### config.mk
export PLATFORM = sky130hd
export DESIGN_NAME = adc_drdy_gen_flat
export DESIGN_NICKNAME = d
export VERILOG_FILES = /design/src/rtl/adc_drdy_gen_if.sv /design/src/rtl/adc_drdy_gen.sv /design/src/flat_wrapper.sv
export SDC_FILE = /design/constraint.sdc
export NUM_CORES = 1
export LEC_CHECK = 0
export ABC_CLOCK_PERIOD_IN_PS = 5800
export CAP_MARGIN = 20
export CORE_MARGIN = 8
export CORE_UTILIZATION = 25
export DETAILED_ROUTE_END_ITERATION = 8
export GPL_TIMING_DRIVEN = 0
export PLACE_DENSITY_LB_ADDON = 0.08
export SYNTH_ARGS = -nofsm -noshare
export SYNTH_HDL_FRONTEND = slang
export SYNTH_SLANG_ARGS = --single-unit
### constraint.sdc
create_clock -name clk -period 5.8 [get_ports clk]
set_input_delay 0.87 -clock clk [delete_from_list [all_inputs] [get_ports clk]]
set_output_delay 0.87 -clock clk [all_outputs]
set_load 0.02 [all_outputs]
### src/rtl/adc_drdy_gen_if.sv
// adc_drdy_gen_if: host <-> ADC-side DRDY generator signal bundle.
// ADC_DRDY_GEN_OVR_IRQ_EN adds the overrun interrupt pair.
interface adc_drdy_gen_if #(
    parameter int PERIOD_W = 16,
    parameter int SEQ_W    = 8
);
    logic                enable;
    logic [PERIOD_W-1:0] period;
    logic                read_start;
    logic                adc_drdy_n;
    logic [SEQ_W-1:0]    frame_seq;
    logic [7:0]          missed_cnt;
    logic                busy;
`ifdef ADC_DRDY_GEN_OVR_IRQ_EN
    logic                ovr_clr;
    logic                ovr_irq;

    modport master (
        output enable, period, read_start, ovr_clr,
        input  adc_drdy_n, frame_seq, missed_cnt, busy, ovr_irq
    );
    modport slave (
        input  enable, period, read_start, ovr_clr,
        output adc_drdy_n, frame_seq, missed_cnt, busy, ovr_irq
    );
`else
    modport master (
        output enable, period, read_start,
        input  adc_drdy_n, frame_seq, missed_cnt, busy
    );
    modport slave (
        input  enable, period, read_start,
        output adc_drdy_n, frame_seq, missed_cnt, busy
    );
`endif
endinterface

### src/rtl/adc_drdy_gen.sv
// adc_drdy_gen: ADC-side active-low DRDY frame generator with overrun count.
// Optional macro ADC_DRDY_GEN_OVR_IRQ_EN adds a sticky overrun interrupt.
module adc_drdy_gen #(
    parameter int PERIOD_W = 16,
    parameter int GAP_CYC  = 2,
    parameter int SEQ_W    = 8
) (
    input  logic          clk,
    input  logic          rst,
    adc_drdy_gen_if.slave bus
);
    typedef enum logic [1:0] {S_IDLE, S_WAIT, S_READY, S_GAP} state_t;

    localparam logic [PERIOD_W-1:0] MIN_P = PERIOD_W'(GAP_CYC + 2);
    localparam logic [3:0]          GAP_L = 4'(GAP_CYC);

    state_t              state;
    state_t              state_nx;
    logic [PERIOD_W-1:0] cnt;
    logic [PERIOD_W-1:0] period_q;
    logic [PERIOD_W-1:0] period_eff;
    logic [3:0]          gap_cnt;
    logic [SEQ_W-1:0]    seq_q;
    logic [7:0]          missed_q;
    logic                drdy_n_q;
    logic                tick;
    logic                gap_done;
    logic                present;
    logic                miss;
    logic                busy_c;

    assign period_eff = (bus.period < MIN_P) ? MIN_P : bus.period;
    assign tick       = (state != S_IDLE) &&
                        (cnt == period_q - PERIOD_W'(1));
    assign gap_done   = (state == S_GAP) && (gap_cnt == 4'd1);

    // State register; DRDY comes straight off a flop fed by next state
    always_ff @(posedge clk) begin
        if (rst) begin
            state    <= S_IDLE;
            drdy_n_q <= 1'b1;
        end else begin
            state    <= state_nx;
            drdy_n_q <= (state_nx != S_READY);
        end
    end

    // Next-state and frame/miss event decode
    always_comb begin
        state_nx = state;
        present  = 1'b0;
        miss     = 1'b0;
        if (!bus.enable) begin
            state_nx = S_IDLE;
        end else begin
            unique case (state)
                S_IDLE: state_nx = S_WAIT;
                S_WAIT: begin
                    if (tick) begin
                        state_nx = S_READY;
                        present  = 1'b1;
                    end
                end
                S_READY: begin
                    if (tick) begin
                        state_nx = S_GAP;
                        miss     = !bus.read_start;
                    end else if (bus.read_start) begin
                        state_nx = S_WAIT;
                    end
                end
                S_GAP: begin
                    if (gap_done) begin
                        state_nx = S_READY;
                        present  = 1'b1;
                    end
                end
                default: state_nx = S_IDLE;
            endcase
        end
    end

    // Output decode
    always_comb begin
        busy_c = (state != S_IDLE);
    end

    // Conversion counter, latched period and gap countdown
    always_ff @(posedge clk) begin
        if (rst) begin
            cnt      <= '0;
            period_q <= '0;
            gap_cnt  <= '0;
        end else begin
            if (!bus.enable || state == S_IDLE || tick)
                cnt <= '0;
            else
                cnt <= cnt + PERIOD_W'(1);
            if (bus.enable && (state == S_IDLE || tick))
                period_q <= period_eff;
            if (bus.enable && state == S_READY && tick)
                gap_cnt <= GAP_L;
            else if (state == S_GAP && gap_cnt != 4'd0)
                gap_cnt <= gap_cnt - 4'd1;
        end
    end

    // Frame sequence (wrapping) and missed-frame count (saturating)
    always_ff @(posedge clk) begin
        if (rst) begin
            seq_q    <= '0;
            missed_q <= '0;
        end else begin
            if (present)
                seq_q <= seq_q + SEQ_W'(1);
            if (miss && missed_q != 8'hFF)
                missed_q <= missed_q + 8'd1;
        end
    end

`ifdef ADC_DRDY_GEN_OVR_IRQ_EN
    logic ovr_q;

    // Sticky overrun flag; a new miss beats a coincident clear
    always_ff @(posedge clk) begin
        if (rst)
            ovr_q <= 1'b0;
        else if (miss)
            ovr_q <= 1'b1;
        else if (bus.ovr_clr)
            ovr_q <= 1'b0;
    end

    assign bus.ovr_irq = ovr_q;
`endif

    assign bus.adc_drdy_n = drdy_n_q;
    assign bus.frame_seq  = seq_q;
    assign bus.missed_cnt = missed_q;
    assign bus.busy       = busy_c;
endmodule

### src/flat_wrapper.sv
// flat-port wrapper written by rule: the top's interface ports become plain ports
module adc_drdy_gen_flat 
#(
    parameter int PERIOD_W = 16,
    parameter int GAP_CYC  = 2,
    parameter int SEQ_W    = 8
)
  (clk, rst, bus_enable, bus_period, bus_read_start, bus_adc_drdy_n, bus_frame_seq, bus_missed_cnt, bus_busy);
  adc_drdy_gen_if #(.PERIOD_W(PERIOD_W), .SEQ_W(SEQ_W)) bus_i ();
  input  logic clk;
  input  logic rst;
  input wire logic [$bits(bus_i.enable)-1:0] bus_enable;
  input wire logic [$bits(bus_i.period)-1:0] bus_period;
  input wire logic [$bits(bus_i.read_start)-1:0] bus_read_start;
  output wire logic [$bits(bus_i.adc_drdy_n)-1:0] bus_adc_drdy_n;
  output wire logic [$bits(bus_i.frame_seq)-1:0] bus_frame_seq;
  output wire logic [$bits(bus_i.missed_cnt)-1:0] bus_missed_cnt;
  output wire logic [$bits(bus_i.busy)-1:0] bus_busy;
  assign bus_i.enable = bus_enable;
  assign bus_i.period = bus_period;
  assign bus_i.read_start = bus_read_start;
  assign bus_adc_drdy_n = bus_i.adc_drdy_n;
  assign bus_frame_seq = bus_i.frame_seq;
  assign bus_missed_cnt = bus_i.missed_cnt;
  assign bus_busy = bus_i.busy;
  adc_drdy_gen #(.PERIOD_W(PERIOD_W), .GAP_CYC(GAP_CYC), .SEQ_W(SEQ_W)) u_core (.clk(clk), .rst(rst), .bus(bus_i));
endmodule
==> results of run 1 <==
[cells in the mapped netlist (all sizes together), types with 5 or more instances]
library cell	instances	area, um2
o21ai	19	95.09
nand3	24	120.1
nand4	13	81.33
nand4b	13	113.9
and3	6	37.54
xor2	16	140.1
nor2	39	146.4
nor3	11	55.05
o31ai	11	96.34
mux2	6	67.56
nand2	16	60.06
nor2b	10	62.56
or4	8	63.81
nor4	9	62.56
clkbuf	20	76.32
a21oi	13	65.06
inv	13	48.80
xnor2	21	183.9
or3	7	43.79
nand2b	16	100.1
ha	7	87.58
dfxtp	55	1101
buf	5	25.02
[power by group through the flow]
stage / Clock [mW] / Sequential, mW / Combinational (mW)
final: 0.365 / 0.392 / 0.141
after global routing: 0.391 / 0.394 / 0.155
after CTS: 0.381 / 0.393 / 0.141
after detailed placement: 0 / 0.401 / 0.141
after global placement: 0 / 0.401 / 0.140
after floorplan: 0 / 0.399 / 0.0947
[worst max-delay path: cells and delay by family (launching register included)]
kind	cells	cell delay, ps
DFF	1	350
and+or+nand+nor	4	1370
AOI/OAI and AO/OA	3	830
adders and majority gates	1	260
buffers and inverters	3	770
[cells in the final DEF, fill, tap and decap left out, types with 11 or more instances in the layout]
cell             synthesis  final
dfxtp_1                 55     55
nor2_1                  39     39
clkdlybuf4s50_1          0     37
nand3_1                 24     24
xnor2_1                 21     21
clkbuf_1                19     19
o21ai_0                 19     19
nand2_1                 16     16
xor2_1                  16     16
nand2b_1                16     16
inv_1                   13     13
nand4_1                 13     13
a21oi_1                 13     13
nand4b_1                13     13
nor3_1                  11     11
[per-stage QoR]
stage	total power, mW	setup slack, ps	std cells
6_report	0.8988	2107	609
3_5_place_dp	0.5420	2087	601
4_1_cts	0.9147	2062	609
2_1_floorplan	0.4939	2568	392
5_1_grt	0.9394	1828	609
3_3_place_gp	0.5416	2081	601
[per-layer routing]
metal / vias up / part of all wire (%) / routed length, um
met3: 15 / 4.1 / 392
met2: 55 / 47 / 4478
met4: 0 / 2.1 / 203
met1: 1418 / 47 / 4520
li1: 1521 / - / -
met5: - / 0 / 0
[sequential cells by signal (all words and copies together), names as in the netlist]
register               count
u_core.bus.adc_drdy_n      1
u_core.gap_cnt             4
u_core.state               2
u_core.bus.missed_cnt      8
u_core.bus.frame_seq       8
u_core.cnt                16
u_core.period_q           16
[final cells by class]
class	instances	share of cell area [%]
clock inverters	3	1.186
well taps	172	5.368
multi-input cells	299	49.88
clock buffers	5	3.121
flip-flops and latches	55	27.47
plain buffers	25	2.528
repair buffers	37	9.238
inverters	13	1.217
[cells by family after synthesis]
family                   count (synthesis)  share of synthesized area [%]
flip-flops                              55                          33.87
AO/OA/AOI/OAI                           67                          14.78
adder cells (fa/ha/maj)                  7                          2.694
multiplexers                             9                          3.002
AND/OR/NAND/NOR                        179                          31.06
XOR/XNOR                                37                          9.969
buffers and inverters                   38                          4.619
[path summary, 6_finish.rpt]
check	cells after the start	start	end
setup / recovery	11	u_core.period_q[0]	u_core.cnt[15]
hold / removal	2	u_core.period_q[15]	u_core.period_q[15]
setup reg to reg	11	u_core.period_q[0]	u_core.cnt[15]
hold reg to reg	2	u_core.period_q[15]	u_core.period_q[15]
==> flow_metrics.py, run 1 <==
metrics = {
    "outcome": {
        "outcome": "finished, final reports clean",
    },
    "floorplanning": {
        "die_h_um": 130.0,
        "ioPinCount": 38,
        "die_x_um": 130.0,
        "coreArea_mm2": 0.01267,
        "initial_utilization_pct": 25.65,
        "die-area_mm2": 0.01691,
        "rows": 41,
    },
    "sta": {
        "fin_crit_sh_pct": 63.67,
        "whs_ps": 492.1,
        "rsz0062_at_grt": "no",
        "finClkSkew_ps": 12.82,
        "hold_viol": 0,
        "worstMarginPinSlew_ps": 747.2,
        "setup_tns_ps": 0,
        "relSlewSlack_pct": 49.73,
        "fmax_ghz": 0.2708,
        "fin_crit_ps": 3693,
        "drv_slew": 0,
        "setup_viol": 0,
    },
    "global_route": {
        "grt_max_degree": 19,
        "grt_pass1_wl_um": 15330,
        "use_met3_pct": 2.693,
        "grt_pass1_vias": 2926,
        "grt_overflow": 0,
        "grt_use_met1_pct": 14.92,
        "grt_usage_pct": 11.83,
        "top_usage_layer": "met2",
        "antenna_found_initial": 0,
        "grt_util_met2_pct": 18.89,
    },
    "clock_network": {
        "cts_root_buf": "clkbuf_16",
        "cts_setup_buffers": 0,
        "cts_buffer_depth": 2,
        "clkTransAtPathRegs_ps": 70,
        "ctsHoldBuffers": 0,
        "cts_resized": 0,
        "cts_tree": "yes",
        "cts_buffers": 5,
        "clk_latency_ps": 310,
        "cts_max_level": 2,
        "cts_num_sinks": 55,
    },
    "finish": {
        "n_antenna_cell": 0,
        "final_util_pct": 31.64,
        "drive_gt1_share_pct": 6.407,
        "layout-area-overhead-vs-synth_pct": 23.33,
        "design_area_mm2": 0.004009,
        "final-seq-area_mm2": 0.001101,
        "nets": 463,
        "multi_input_area_mm2": 0.001999,
        "fillers": 1395,
    },
    "synthesis": {
        "synth_edf_count": 0,
        "synth_area_mm2": 0.003251,
        "yosysWarnings": 0,
        "ys_async_sr_fraction_pct": 0,
        "syn_nets": 419,
        "yosys_most_used_dff": "dfxtp_1",
        "synth_cell_types": 50,
        "synth_area_per_cell_um2": 8.292,
        "synth-seq-area-share_pct": 33.87,
        "netlist_instances": 392,
        "ys_ff_latch": 55,
    },
    "worst_setup_path": {
        "r2r_slack_ps": 2110,
        "endpoint_kind": "flip-flop",
        "cp-start-kind": "flip-flop",
        "cpMaxStageDelayCell": "or4_1",
        "crit_type": "reg2reg",
        "arrival_ps": 3890,
        "crit_path_max_fanout": 10,
        "crit_path_cell_trace": "inv_1 > ha_1 > or4b_4 > o41ai_2 > o2111ai_1 > or4_1 > o31ai_4 > or3_1 > clkbuf_1 > buf_2 > nor2_1",
        "critPathRequiredTime_ps": 5990,
        "max_stage_delay_ps": 570,
    },
    "placed_design": {
        "gp_congestion": 0.8016,
        "place_area_mm2": 0.003836,
        "portBuffers": 37,
        "hpwl_um": 7334,
    },
    "power": {
        "power_frac_clock_pct": 40.6,
        "comb_power_share_pct": 15.7,
        "power_frac_seq_pct": 43.7,
        "internal-power_mw": 0.6508,
        "p_switching_mw": 0.2479,
        "swShare_pct": 27.59,
        "leakage_nw": 1.309,
        "peakVddDrop_mv": 0.1032,
        "powerDensity_mw_per_mm2": 224.2,
    },
    "detailed_routing": {
        "dr_total_vias": 3009,
        "ant_nets": 0,
        "drt_first_pass_iters": 5,
        "routed_wirelength_um": 9595,
        "drt-initial-drc-count": 135,
        "wl_per_cell_um": 15.76,
        "vias_per_cell": 4.941,
        "drcViolationCount": 0,
    },
    "worst_hold_path": {
        "hp-class": "reg2reg",
    },
    "job": {
        "drv_cap": 0,
    },
}
Power figures use the tool's default switching activity.
==> run 2, diff against run 1 <==
--- a/config.mk
+++ b/config.mk
@@ -5,7 +5,7 @@
 export SDC_FILE = /design/constraint.sdc
 export NUM_CORES = 1
 export LEC_CHECK = 0
-export ABC_CLOCK_PERIOD_IN_PS = 5800
+export ABC_CLOCK_PERIOD_IN_PS = 3600
 export CAP_MARGIN = 20
 export CORE_MARGIN = 8
 export CORE_UTILIZATION = 25
==> constraint.sdc (replaced) <==
create_clock -name clk -period 3.6 [get_ports clk]
set_input_delay 0.54 -clock clk [delete_from_list [all_inputs] [get_ports clk]]
set_output_delay 0.54 -clock clk [all_outputs]
set_load 0.02 [all_outputs]
==> run 2 against run 1 <==
  * Clock-buffer cell count is the same
  * Routed wire length increased by 0.11%
  * Largest cell class unchanged
  * Setup slack worse by 2000 ps
  * Sequential power up 61%
  * Maximum frequency rose by 6.6%
  * Power rose by 62%
  * Clock power increased by 61%
  * Design area rose by 0.87%
  * Critical path type unchanged
  * Sequential share of layout area is 0.24 points lower
  * Critical path depth shrank 2
  * Sequential cell count did not move
==> flow_metrics.py, run 2 (same netlist as run 1, synthesis figures left out) <==
metrics = {
    "outcome": {
        "outcome": "finished, final reports clean",
    },
    "power": {
        "powerDensity_mw_per_mm2": 360.3,
        "peakVddDrop_mv": 0.1671,
        "leakage_nw": 1.326,
        "fin_total_pwr_mw": 1.457,
    },
    "sta": {
        "fin_crit_ps": 3463,
        "fmax_ghz": 0.2888,
        "rsz0062_at_grt": "no",
        "hold_viol": 0,
        "whs_ps": 492.1,
        "worstMarginPinSlew_ps": 643.6,
        "relSlewSlack_pct": 56.83,
        "setup_viol": 0,
        "fin_crit_sh_pct": 96.19,
        "drv_slew": 0,
        "setup_tns_ps": 0,
        "finClkSkew_ps": 12.72,
    },
    "global_route": {
        "grt_max_degree": 19,
        "grt_util_met2_pct": 18.95,
        "grt_use_met1_pct": 14.92,
        "grt_usage_pct": 11.84,
        "grt_pass1_vias": 2925,
        "top_usage_layer": "met2",
        "antenna_found_initial": 0,
        "grt_pass1_wl_um": 15350,
        "grt_overflow": 0,
        "use_met3_pct": 2.693,
    },
    "detailed_routing": {
        "drt-initial-drc-count": 136,
        "drt_first_pass_iters": 4,
        "ant_nets": 0,
        "vias_per_cell": 4.897,
        "wl_per_cell_um": 15.77,
        "drcViolationCount": 0,
        "dr_total_vias": 2982,
        "routed_wirelength_um": 9606,
    },
    "worst_setup_path": {
        "crit_path_max_fanout": 6,
        "worst-path-buf-inv": 1,
        "max_stage_delay_ps": 530,
        "crit_family": "simple AND/OR/NAND/NOR gates",
        "arrival_ps": 3660,
        "endpoint_kind": "flip-flop",
        "cp-start-kind": "flip-flop",
        "crit_path_cell_trace": "inv_1 > ha_2 > or4b_4 > o41ai_2 > o2111ai_1 > or4_4 > o41a_1 > or3_1 > mux2_1",
        "critPathRequiredTime_ps": 3800,
        "crit_type": "reg2reg",
        "cpMaxStageDelayCell": "or4b_4",
    },
    "finish": {
        "drive_gt1_share_pct": 8.009,
        "n_antenna_cell": 0,
        "final_cell_mix": "dfxtp_1, nor2_1, clkdlybuf4s50_1",
        "layout-area-overhead-vs-synth_pct": 24.40,
        "largestRegisters": "u_core.cnt x16, u_core.period_q x16",
        "nets": 463,
        "final_common_cell": "dfxtp_1",
    },
    "placed_design": {
        "portBuffers": 37,
        "hpwl_um": 7334,
        "gp_congestion": 0.8016,
    },
    "clock_network": {
        "clk_latency_ps": 320,
        "cts_num_sinks": 55,
        "cts_root_buf": "clkbuf_16",
        "clkTransAtPathRegs_ps": 80,
        "cts_tree": "yes",
        "cts_buffer_depth": 2,
        "cts_max_level": 2,
        "cts_buffers": 5,
    },
    "floorplanning": {
        "rows": 41,
        "die_h_um": 130.0,
        "coreArea_mm2": 0.01267,
        "initial_utilization_pct": 25.65,
        "die_x_um": 130.0,
        "die-area_mm2": 0.01691,
        "ioPinCount": 38,
    },
    "job": {
        "drv_cap": 0,
    },
    "worst_hold_path": {
        "hp-class": "reg2reg",
    },
}
-- run 2: power breakdown --
group	total [mW]	switching (mW)	internal, mW
clock	0.589	0.256	0.333
sequential	0.633	0.0132	0.620
combinational	0.235	0.134	0.101
-- run 2: per-layer routing --
metal	up-vias	part of all wire, %
met1	1393	48
met5	-	0
li1	1514	-
met3	15	3.5
met2	60	47
met4	0	2.1
-- run 2: per-stage QoR --
| stage | cells | cell area (um2) | worst slack, ps | utilization (%) |
|---|---|---|---|---|
| 2_1_floorplan | 392 | 3251 | 367.8 | - |
| 3_3_place_gp | 601 | 3836 | -119.4 | 30.28 |
| 3_5_place_dp | 601 | 3836 | -113.3 | 30.28 |
| 4_1_cts | 610 | 4024 | 14.26 | 31.76 |
| 5_1_grt | 609 | 4044 | 19.71 | 31.91 |
| 6_report | 609 | 4044 | 137.1 | 31.91 |
-- run 2: what timing repair did --
action / in CTS / in global routing
hold buffers: 0 / 0
setup endpoints to repair: 21 / 23
pin swaps: 1 / 1
buffers inserted: 2 / 0
resized for setup: 1 / 5
-- run 2: worst reg2reg max path, stage by stage (launching register included) --
cell and delay [ps]:
dfxtp_1 350, inv_1 90, ha_2 230, or4b_4 530
o41ai_2 290, o2111ai_1 170, or4_4 490, o41a_1 470
or3_1 400, mux2_1 320
-- run 2: final timing paths --
check / from / end / slack [ps] / cells after the start
max: u_core.period_q[0] / u_core.bus.frame_seq[5] / 140 / 9
min: u_core.period_q[15] / u_core.period_q[15] / 490 / 2
max reg2reg: u_core.period_q[0] / u_core.bus.frame_seq[5] / 140 / 9
min reg2reg: u_core.period_q[15] / u_core.period_q[15] / 490 / 2
-- run 2: final cells by class --
class                      count  area, um2
clock inverter                 3      47.55
inverter                      13      48.80
tap                          172      215.2
sequential                    55       1101
clock buffer                   5      125.1
buffer                        23      93.84
fill                        1396       8627
timing repair buffer          39      385.4
multi-input combinational    299       2027
